## src/rtl/prog_loader.sv

```systemverilog
// Byte-stream loader: parses framed packets and writes instruction ROM or data memory,
// holding the core in reset while a load is in flight.
`timescale 1ns/1ps
module prog_loader #(
    parameter int unsigned IADDR_W = 16,
    parameter int unsigned DADDR_W = 8,
    parameter logic [7:0]  HDR     = 8'hA5
) (
    input  logic               CLK,
    input  logic               RESET,
    input  logic               rx_valid,
    input  logic [7:0]         rx_data,
    output logic               rx_ready,
    output logic               irom_wr_en,
    output logic [IADDR_W-1:0] irom_addr,
    output logic [8:0]         irom_wr_data,
    output logic               dmem_wr_en,
    output logic [DADDR_W-1:0] dmem_addr,
    output logic [7:0]         dmem_wr_data,
    output logic               core_hold,
    output logic               done,
    output logic               err
);

    typedef enum logic [3:0] {
        StIdle, StTgt, StCntHi, StCntLo, StPayHi, StPayLo, StChk, StDone, StErr
    } state_e;

    state_e               state_q, state_d;
    logic                 is_dmem_q, is_dmem_d;
    logic [7:0]           cnt_hi_q, cnt_hi_d;
    logic [15:0]          cnt_q, cnt_d;
    logic [IADDR_W-1:0]   addr_q, addr_d;
    logic [7:0]           xor_q, xor_d;
    logic                 hi_bit_q, hi_bit_d;
    logic                 hold_q, hold_d;
    logic                 irom_wr_en_q, irom_wr_en_d;
    logic [IADDR_W-1:0]   irom_addr_q, irom_addr_d;
    logic [8:0]           irom_wr_data_q, irom_wr_data_d;
    logic                 dmem_wr_en_q, dmem_wr_en_d;
    logic [DADDR_W-1:0]   dmem_addr_q, dmem_addr_d;
    logic [7:0]           dmem_wr_data_q, dmem_wr_data_d;
    logic                 xfer;

    assign rx_ready = RESET && (state_q != StDone) && (state_q != StErr);
    assign xfer     = rx_valid && rx_ready;

    always_comb begin
        state_d        = state_q;
        is_dmem_d      = is_dmem_q;
        cnt_hi_d       = cnt_hi_q;
        cnt_d          = cnt_q;
        addr_d         = addr_q;
        xor_d          = xor_q;
        hi_bit_d       = hi_bit_q;
        hold_d         = hold_q;
        irom_wr_en_d   = 1'b0;
        irom_addr_d    = irom_addr_q;
        irom_wr_data_d = irom_wr_data_q;
        dmem_wr_en_d   = 1'b0;
        dmem_addr_d    = dmem_addr_q;
        dmem_wr_data_d = dmem_wr_data_q;
        unique case (state_q)
            StIdle: begin
                if (xfer && rx_data == HDR) begin
                    state_d = StTgt;
                    hold_d  = 1'b1;
                end
            end
            StTgt: begin
                if (xfer) begin
                    if (rx_data == 8'h00 || rx_data == 8'h01) begin
                        is_dmem_d = rx_data[0];
                        state_d   = StCntHi;
                    end else begin
                        state_d = StErr;
                    end
                end
            end
            StCntHi: begin
                if (xfer) begin
                    cnt_hi_d = rx_data;
                    state_d  = StCntLo;
                end
            end
            StCntLo: begin
                if (xfer) begin
                    cnt_d  = {cnt_hi_q, rx_data};
                    addr_d = '0;
                    xor_d  = 8'h00;
                    if ({cnt_hi_q, rx_data} == 16'h0000) state_d = StChk;
                    else if (is_dmem_q)                  state_d = StPayLo;
                    else                                 state_d = StPayHi;
                end
            end
            StPayHi: begin
                if (xfer) begin
                    hi_bit_d = rx_data[0];
                    xor_d    = xor_q ^ rx_data;
                    state_d  = StPayLo;
                end
            end
            StPayLo: begin
                if (xfer) begin
                    xor_d  = xor_q ^ rx_data;
                    addr_d = addr_q + IADDR_W'(1);
                    cnt_d  = cnt_q - 16'd1;
                    if (is_dmem_q) begin
                        dmem_wr_en_d   = 1'b1;
                        dmem_addr_d    = addr_q[DADDR_W-1:0];
                        dmem_wr_data_d = rx_data;
                    end else begin
                        irom_wr_en_d   = 1'b1;
                        irom_addr_d    = addr_q;
                        irom_wr_data_d = {hi_bit_q, rx_data};
                    end
                    if (cnt_q == 16'd1) state_d = StChk;
                    else if (is_dmem_q) state_d = StPayLo;
                    else                state_d = StPayHi;
                end
            end
            StChk: begin
                if (xfer) begin
                    if (rx_data == xor_q) begin
                        state_d = StDone;
                        hold_d  = 1'b0;
                    end else begin
                        state_d = StErr;
                    end
                end
            end
            StDone, StErr: state_d = StIdle;
            default:       state_d = StIdle;
        endcase
    end

    always_ff @(posedge CLK) begin
        if (!RESET) begin
            state_q        <= StIdle;
            is_dmem_q      <= 1'b0;
            cnt_hi_q       <= 8'h00;
            cnt_q          <= 16'h0000;
            addr_q         <= '0;
            xor_q          <= 8'h00;
            hi_bit_q       <= 1'b0;
            hold_q         <= 1'b0;
            irom_wr_en_q   <= 1'b0;
            irom_addr_q    <= '0;
            irom_wr_data_q <= 9'h000;
            dmem_wr_en_q   <= 1'b0;
            dmem_addr_q    <= '0;
            dmem_wr_data_q <= 8'h00;
        end else begin
            state_q        <= state_d;
            is_dmem_q      <= is_dmem_d;
            cnt_hi_q       <= cnt_hi_d;
            cnt_q          <= cnt_d;
            addr_q         <= addr_d;
            xor_q          <= xor_d;
            hi_bit_q       <= hi_bit_d;
            hold_q         <= hold_d;
            irom_wr_en_q   <= irom_wr_en_d;
            irom_addr_q    <= irom_addr_d;
            irom_wr_data_q <= irom_wr_data_d;
            dmem_wr_en_q   <= dmem_wr_en_d;
            dmem_addr_q    <= dmem_addr_d;
            dmem_wr_data_q <= dmem_wr_data_d;
        end
    end

    assign irom_wr_en   = irom_wr_en_q;
    assign irom_addr    = irom_addr_q;
    assign irom_wr_data = irom_wr_data_q;
    assign dmem_wr_en   = dmem_wr_en_q;
    assign dmem_addr    = dmem_addr_q;
    assign dmem_wr_data = dmem_wr_data_q;
    assign core_hold    = hold_q;
    assign done         = (state_q == StDone);
    assign err          = (state_q == StErr);

endmodule
```

## config.mk

```make
export PLATFORM = sky130hd
export DESIGN_NAME = prog_loader
export DESIGN_NICKNAME = d
export VERILOG_FILES = /design/src/rtl/prog_loader.sv
export SDC_FILE = /design/constraint.sdc
export NUM_CORES = 1
export LEC_CHECK = 0
export ABC_AREA = 1
export CAP_MARGIN = 30
export CORE_ASPECT_RATIO = 0.9
export CORE_MARGIN = 10
export CORE_UTILIZATION = 50
export CTS_CLUSTER_SIZE = 10
export DETAILED_ROUTE_END_ITERATION = 10
export PLACE_DENSITY = 0.76
export REMOVE_ABC_BUFFERS = 1
export SLEW_MARGIN = 20
export SYNTH_ARGS = -nofsm -noshare
export SYNTH_HDL_FRONTEND = slang
export SYNTH_SLANG_ARGS = --single-unit
```

## constraint.sdc

```tcl
create_clock -name CLK -period 1.7 [get_ports CLK]
set_input_delay 0.34 -clock CLK [delete_from_list [all_inputs] [get_ports CLK]]
set_output_delay 0.34 -clock CLK [all_outputs]
set_load 0.005 [all_outputs]
```

==> results.yml, run 1 <==
run_status:
  status: "finished, violations left"
  violations: "negative setup slack"
global_routing:
  antenna_found_initial: 0
  grt_busiest_layer: "met2"
  grt_pass1_vias: 4620
  grtUsageMet1_pct: 25.1
  grt_pass1_wl_mm: 22.6
  grt_max_degree: 46
  use_met2_pct: 32.7
  grt_overflow_total: 0
  grt_use_met3_pct: 4.66
  gr-usage-all-layers_pct: 19.8
synth:
  synth.area.top_cells: "dfxtp_1, nand2_1, a21oi_1"
  synth-edff-count: 0
  synth_warnings: 0
  synth_top_area_share_pct: 41.3
  synth_cell_type_count: 36
  synth_area_leader_cell: "dfxtp_1"
  ys.flop_type: "dfxtp_1"
  synthesis.area_sq_um: 4760
  yosysSeqAreaShare_pct: 41.3
  synth_common_cells: "nand2_1, dfxtp_1, nor2_1"
  yosysMostFrequentCell: "nand2_1"
  synthArstFlopShare_pct: 0
  syn_avg_cell_area_sq_um: 7.11
  synthCells: 669
  synth-seq-cells: 98
min_path:
  worstHoldPathCells: 4
  hold_end: "irom_wr_data[0]"
  hp-class: "input port to register"
  hp-start: "RESET"
setup_path:
  rr_endpoint: "dmem_addr[4]"
  cp.required_ns: 1.99
  criticalPathCategory: "register to register"
  reg2regPathDepth: 10
  cp_data_arrival_time_ns: 2.07
  critPathLaunchType: "register"
  r2r_start: "state_q[1]"
  ff2ff_setup_slack_ns: -0.08
  critPathMaxFanout: 8
  endpoint_kind: "register"
pwr:
  static-leakage-power_nw: 2.82
  p_comb_share_pct: 7.8
  pwr-share-clk_pct: 36.5
  p_sw_mw: 1.10
  power.share.switching_pct: 26.6
  p_per_area_nw_per_um2: 611
  p_int_mw: 3.04
  power.total_mw: 4.14
  ir_worst_vdd_mv: 0.490
  power_frac_seq_pct: 55.7
sta:
  min_period_ns: 1.78
  clock_skew_ns: 0.0115
  hold_violations: 0
  tns_ns: -0.171
  period_share_pct: 104
  fmax_mhz: 563
  worst-slew-pin-transition_ns: 0.504
  final-setup-viol-count: 9
  relSlewSlack_pct: 66.4
  drv_slew: 0
  rsz0062_at_grt: "true"
  setup_slack_ns: -0.0752
detailed_routing:
  dr.pass1.iters: 5
  drc: 0
  drt_iter0_drc: 334
  vias: 5172
  wirelength_mm: 15.7
  viasPerCell: 5.55
  antenna_left: 0
  avgRoutedWirePerCell_um: 16.8
floorplanning:
  rows: 33
  die_w_um: 123
  pin_count: 58
  coreArea_sq_um: 9210
  die_height_um: 113
  start_util_pct: 51.7
  die-area_sq_um: 13800
place:
  gp_congestion: 0.928
  dp_hpwl_mm: 9.62
  portBuffers: 57
  post-place-cells: 879
cells_and_area:
  antenna_cells: 0
  layout-drive-gt1-share_pct: 26.3
  nets: 819
  area_growth_pct: 42.3
  utilization_pct: 73.5
  instances_no_fill: 932
job:
  maxCapViolCount: 0
clock_tree:
  clkSinkCount: 98
  cts_made_buffers: 9
  cts_root_buf: "clkbuf_8"
  cts_tree: "built"
  insertion_delay_ns: 0.37
  htreeDepth: 3
  clk_pin_slew_worst_paths_ns: 0.11
  clock_path_buffers: 2
final cells by class:
| type | count | area (sq um) |
|---|---|---|
| fill | 666 | 2440 |
| inverter | 75 | 297 |
| tap | 122 | 153 |
| clock inverter | 6 | 53.8 |
| clock buffer | 10 | 138 |
| timing repair inverter | 1 | 5.00 |
| sequential | 98 | 1970 |
| timing repair buffer | 151 | 1550 |
| multi-input combinational | 469 | 2600 |
timing repair:
action | 4_1_cts | 5_1_grt
buffers inserted | 16 | 14
gates resized for setup | 29 | 78
hold buffers | 0 | 0
endpoints found under the setup margin | 36 | 75
pin swaps | 4 | 17
gates cloned | 3 | 6
layer usage:
layer	vias to the layer above	part of all wire, %
met1	2475	41
li1	2450	-
met5	-	0
met2	210	49
met4	0	3.0
met3	37	7.4
state kept, by name, indices dropped and copies added, names as in the netlist:
signal,flops
hi_bit_q,1
cnt_q,16
irom_addr,16
is_dmem_q,1
addr_q,16
cnt_hi_q,8
dmem_wr_en,1
dmem_addr,8
core_hold,1
dmem_wr_data,8
irom_wr_en,1
irom_wr_data,9
xor_q,8
state_q,4
power groups by stage:
stage	registers, mW	clock network [mW]	logic [mW]
finish	2.30	1.51	0.321
global route	2.31	1.59	0.344
CTS	2.30	1.52	0.289
detailed placement	2.36	0	0.268
global placement	2.36	0	0.263
floorplan	2.36	0	0.109
kinds of logic after synthesis:
logic type	synth area share, %
XOR/XNOR	1.47
flip-flops	41.3
AND/OR/NAND/NOR	26.9
adder cells (fa/ha/maj)	0.789
buffers and inverters	9.71
AO/OA/AOI/OAI	19.8
metrics by stage:
stage	hold slack, ns	setup WS [ns]	area (sq um)
after floorplan	0.429	-0.389	4580
after global placement	0.447	-0.252	5810
after detailed placement	0.447	-0.273	5810
after CTS	0.383	-0.0315	6310
after global routing	0.378	-0.154	6770
final	0.382	-0.0752	6770
critical path, cell delays in order, from the launching register on:
cell	delay, ns
dfxtp_4	0.38
buf_6	0.13
inv_6	0.06
nand2_4	0.06
nor2_4	0.14
buf_12	0.13
nand2_8	0.06
nor2_4	0.27
buf_6	0.18
o21ai_0	0.12
nor2_1	0.16
cell usage in the layout, fill, tap and decap left out, types with 15 or more instances in the layout:
master	n
nand2_1	128
dfxtp_1	94
nor2_1	73
a21oi_1	64
buf_4	62
inv_1	61
clkdlybuf4s50_1	51
o21ai_1	37
nand3_1	27
a21oi_2	22
o21ai_0	18
buf_6	17
o21ai_2	15
worst max path at each step:
stage	startpoint	end	slack [ns]	cells after the start
after global placement	rx_data[7]	core_hold	-0.25	11
after floorplan	state_q[0]	irom_addr[12]	-0.39	7
after detailed placement	rx_data[7]	core_hold	-0.27	11
after CTS	state_q[1]	rx_ready	-0.03	6
final	state_q[1]	dmem_addr[4]	-0.08	10
after global routing	state_q[1]	dmem_addr[4]	-0.15	10
Note: power is estimated with default switching activity, not from simulation.
==> run 2, diff against run 1 <==
Settings changed: HOLD_SLACK_MARGIN set to 0.08.
==> results of run 2 <==
Final layout, timing and power as in run 1 (identical DEF).
==> run 3, diff against run 2 <==
Settings changed: MAX_ROUTING_LAYER set to met4, PLACE_DENSITY 0.76 to 0.69.
==> results.yml, run 3 (same netlist as run 1, synthesis figures left out) <==
run_status:
  status: "finished, violations left"
  violations: "negative setup slack"
place:
  post-place-cells: 880
  portBuffers: 57
  place_area_sq_um: 5820
  gp_congestion: 0.977
  dp_hpwl_mm: 9.61
setup_path:
  reg2regPathDepth: 11
  critPathMaxFanout: 8
  cp.required_ns: 2.01
  crit_chain: "nand2_4, inv_4, nand2_4, nand3_4, nor2_8, nand2_4, nor2_4, buf_12, buf_12, o21ai_1, a21oi_1"
  endpoint_kind: "register"
  r2r_start: "state_q[0]"
  cp_data_arrival_time_ns: 2.05
  ff2ff_setup_slack_ns: -0.04
  critPathLaunchType: "register"
  cpMostUsedCell: "nand2_4"
  cpMaxStageDelayCell: "dfxtp_4"
  rr_endpoint: "irom_addr[13]"
  cp_slowest_stage_delay_ns: 0.39
  criticalPathCategory: "register to register"
clock_tree:
  clk_pin_slew_worst_paths_ns: 0.11
  clock_path_buffers: 2
  htreeDepth: 3
  insertion_delay_ns: 0.39
  cts_root_buf: "clkbuf_8"
  cts_made_buffers: 9
  clkSinkCount: 98
  ctsHoldBuffers: 0
  cts_tree: "built"
pwr:
  ir_worst_vdd_mv: 0.494
  p_per_area_nw_per_um2: 674
  power_frac_seq_pct: 53.1
  static-leakage-power_nw: 2.68
  p_comb_share_pct: 6.5
  power.share.switching_pct: 24.0
  p_sw_mw: 1.04
  power.total_mw: 4.34
  pwr-share-clk_pct: 40.4
  p_int_mw: 3.30
sta:
  min_period_ns: 1.74
  final-setup-viol-count: 20
  rsz0062_at_grt: "true"
  fmax_mhz: 576
  period_share_pct: 102
  tns_ns: -0.340
  setup_slack_ns: -0.0357
  clock_skew_ns: 0.0164
  worst-slew-pin-transition_ns: 0.385
  relSlewSlack_pct: 74.1
  drv_slew: 0
  hold_violations: 0
floorplanning:
  die_w_um: 123
  die-area_sq_um: 13800
  start_util_pct: 51.7
  pin_count: 58
  rows: 33
  coreArea_sq_um: 9210
  die_height_um: 113
job:
  maxCapViolCount: 0
cells_and_area:
  final_common_cell: "nand2_1"
  n_fill_cell: 748
  final_area_sq_um: 6440
  utilization_pct: 70.0
  antenna_cells: 0
  area_growth_pct: 35.4
  instances_no_fill: 914
  layout_common_cells: "nand2_1, dfxtp_1, nor2_1"
  layout-drive-gt1-share_pct: 22.5
  nets: 801
global_routing:
  gr-usage-all-layers_pct: 19.5
  grt_overflow_total: 0
  antenna_found_initial: 0
  grt_pass1_wl_mm: 21.4
  grt_max_degree: 59
  grt_pass1_vias: 4465
detailed_routing:
  dr.pass1.iters: 5
  viasPerCell: 5.37
  drc: 0
  wirelength_mm: 14.1
  antenna_left: 0
  avgRoutedWirePerCell_um: 15.4
  vias: 4908
  drt_iter0_drc: 425
min_path:
  hold_end: "dmem_wr_data[2]"
  worstHoldPathCells: 3
  hp-start: "RESET"
  hp-class: "input port to register"
==> run 3: cell count changes in the layout (fill, tap and decap cells not counted), moves of 5 or more <==
cell / delta
o21ai_2: -6
a21oi_2: -5
buf_6: -10
a21oi_1: +5
o21ai_1: +8
==> run 3: how the worst max path moves through the flow <==
stage	startpoint	to	slack, ns	cells after the start
after floorplan	state_q[0]	irom_addr[12]	-0.39	7
after global placement	rx_data[5]	state_q[0]	-0.22	12
after detailed placement	rx_data[5]	core_hold	-0.27	10
after CTS	state_q[1]	rx_ready	-0.06	6
after global routing	state_q[0]	dmem_addr[4]	-0.11	11
final	state_q[0]	irom_addr[13]	-0.04	11
==> run 3: per-layer routing <==
| layer | vias to the layer above | routed length [um] | part of all wire (%) | GRT usage, % |
|---|---|---|---|---|
| li1 | 2431 | - | - | - |
| met1 | 2269 | 6380 | 45 | 25.2 |
| met2 | 182 | 6560 | 47 | 29.1 |
| met3 | 26 | 903 | 6.4 | 4.86 |
| met4 | 0 | 244 | 1.7 | 6.12 |
| met5 | - | 0 | 0 | - |
==> run 3: critical path: cells and delay by family, from the launching register on <==
family / cells / cell delay, ns
simple gates: 6 / 0.73
compound gates: 2 / 0.21
flops: 1 / 0.39
buf+inv: 3 / 0.34
==> run 3: power groups by stage <==
stage	clock [mW]	sequential, mW	combinational [mW]
6_report	1.75	2.30	0.283
5_1_grt	1.85	2.31	0.308
4_1_cts	1.76	2.30	0.274
3_5_place_dp	0	2.36	0.264
3_3_place_gp	0	2.36	0.262
2_1_floorplan	0	2.36	0.109
==> run 3: timing repair <==
item	in CTS	in global routing
resized for setup	15	65
pin swaps	2	17
buffers inserted	3	11
endpoints found under the setup margin	9	81
hold endpoints to repair	0	0
cloned	0	4
==> run 3: final cells by class <==
class                           count  area (sq um)  area share (%)
Multi-Input combinational cell    469          2490            38.6
Sequential cell                    98          1980            30.7
Timing Repair Buffer              134          1300            20.2
Inverter                           75           297            4.60
Tap cell                          122           153            2.37
Clock buffer                       11           141            2.20
Clock inverter                      5          85.1            1.32
==> run 3: metrics by stage <==
stage	hold slack [ns]	worst slack [ns]
final	0.341	-0.0357
after global routing	0.354	-0.111
after CTS	0.329	-0.0632
after detailed placement	0.455	-0.266
after global placement	0.440	-0.217
after floorplan	0.429	-0.389
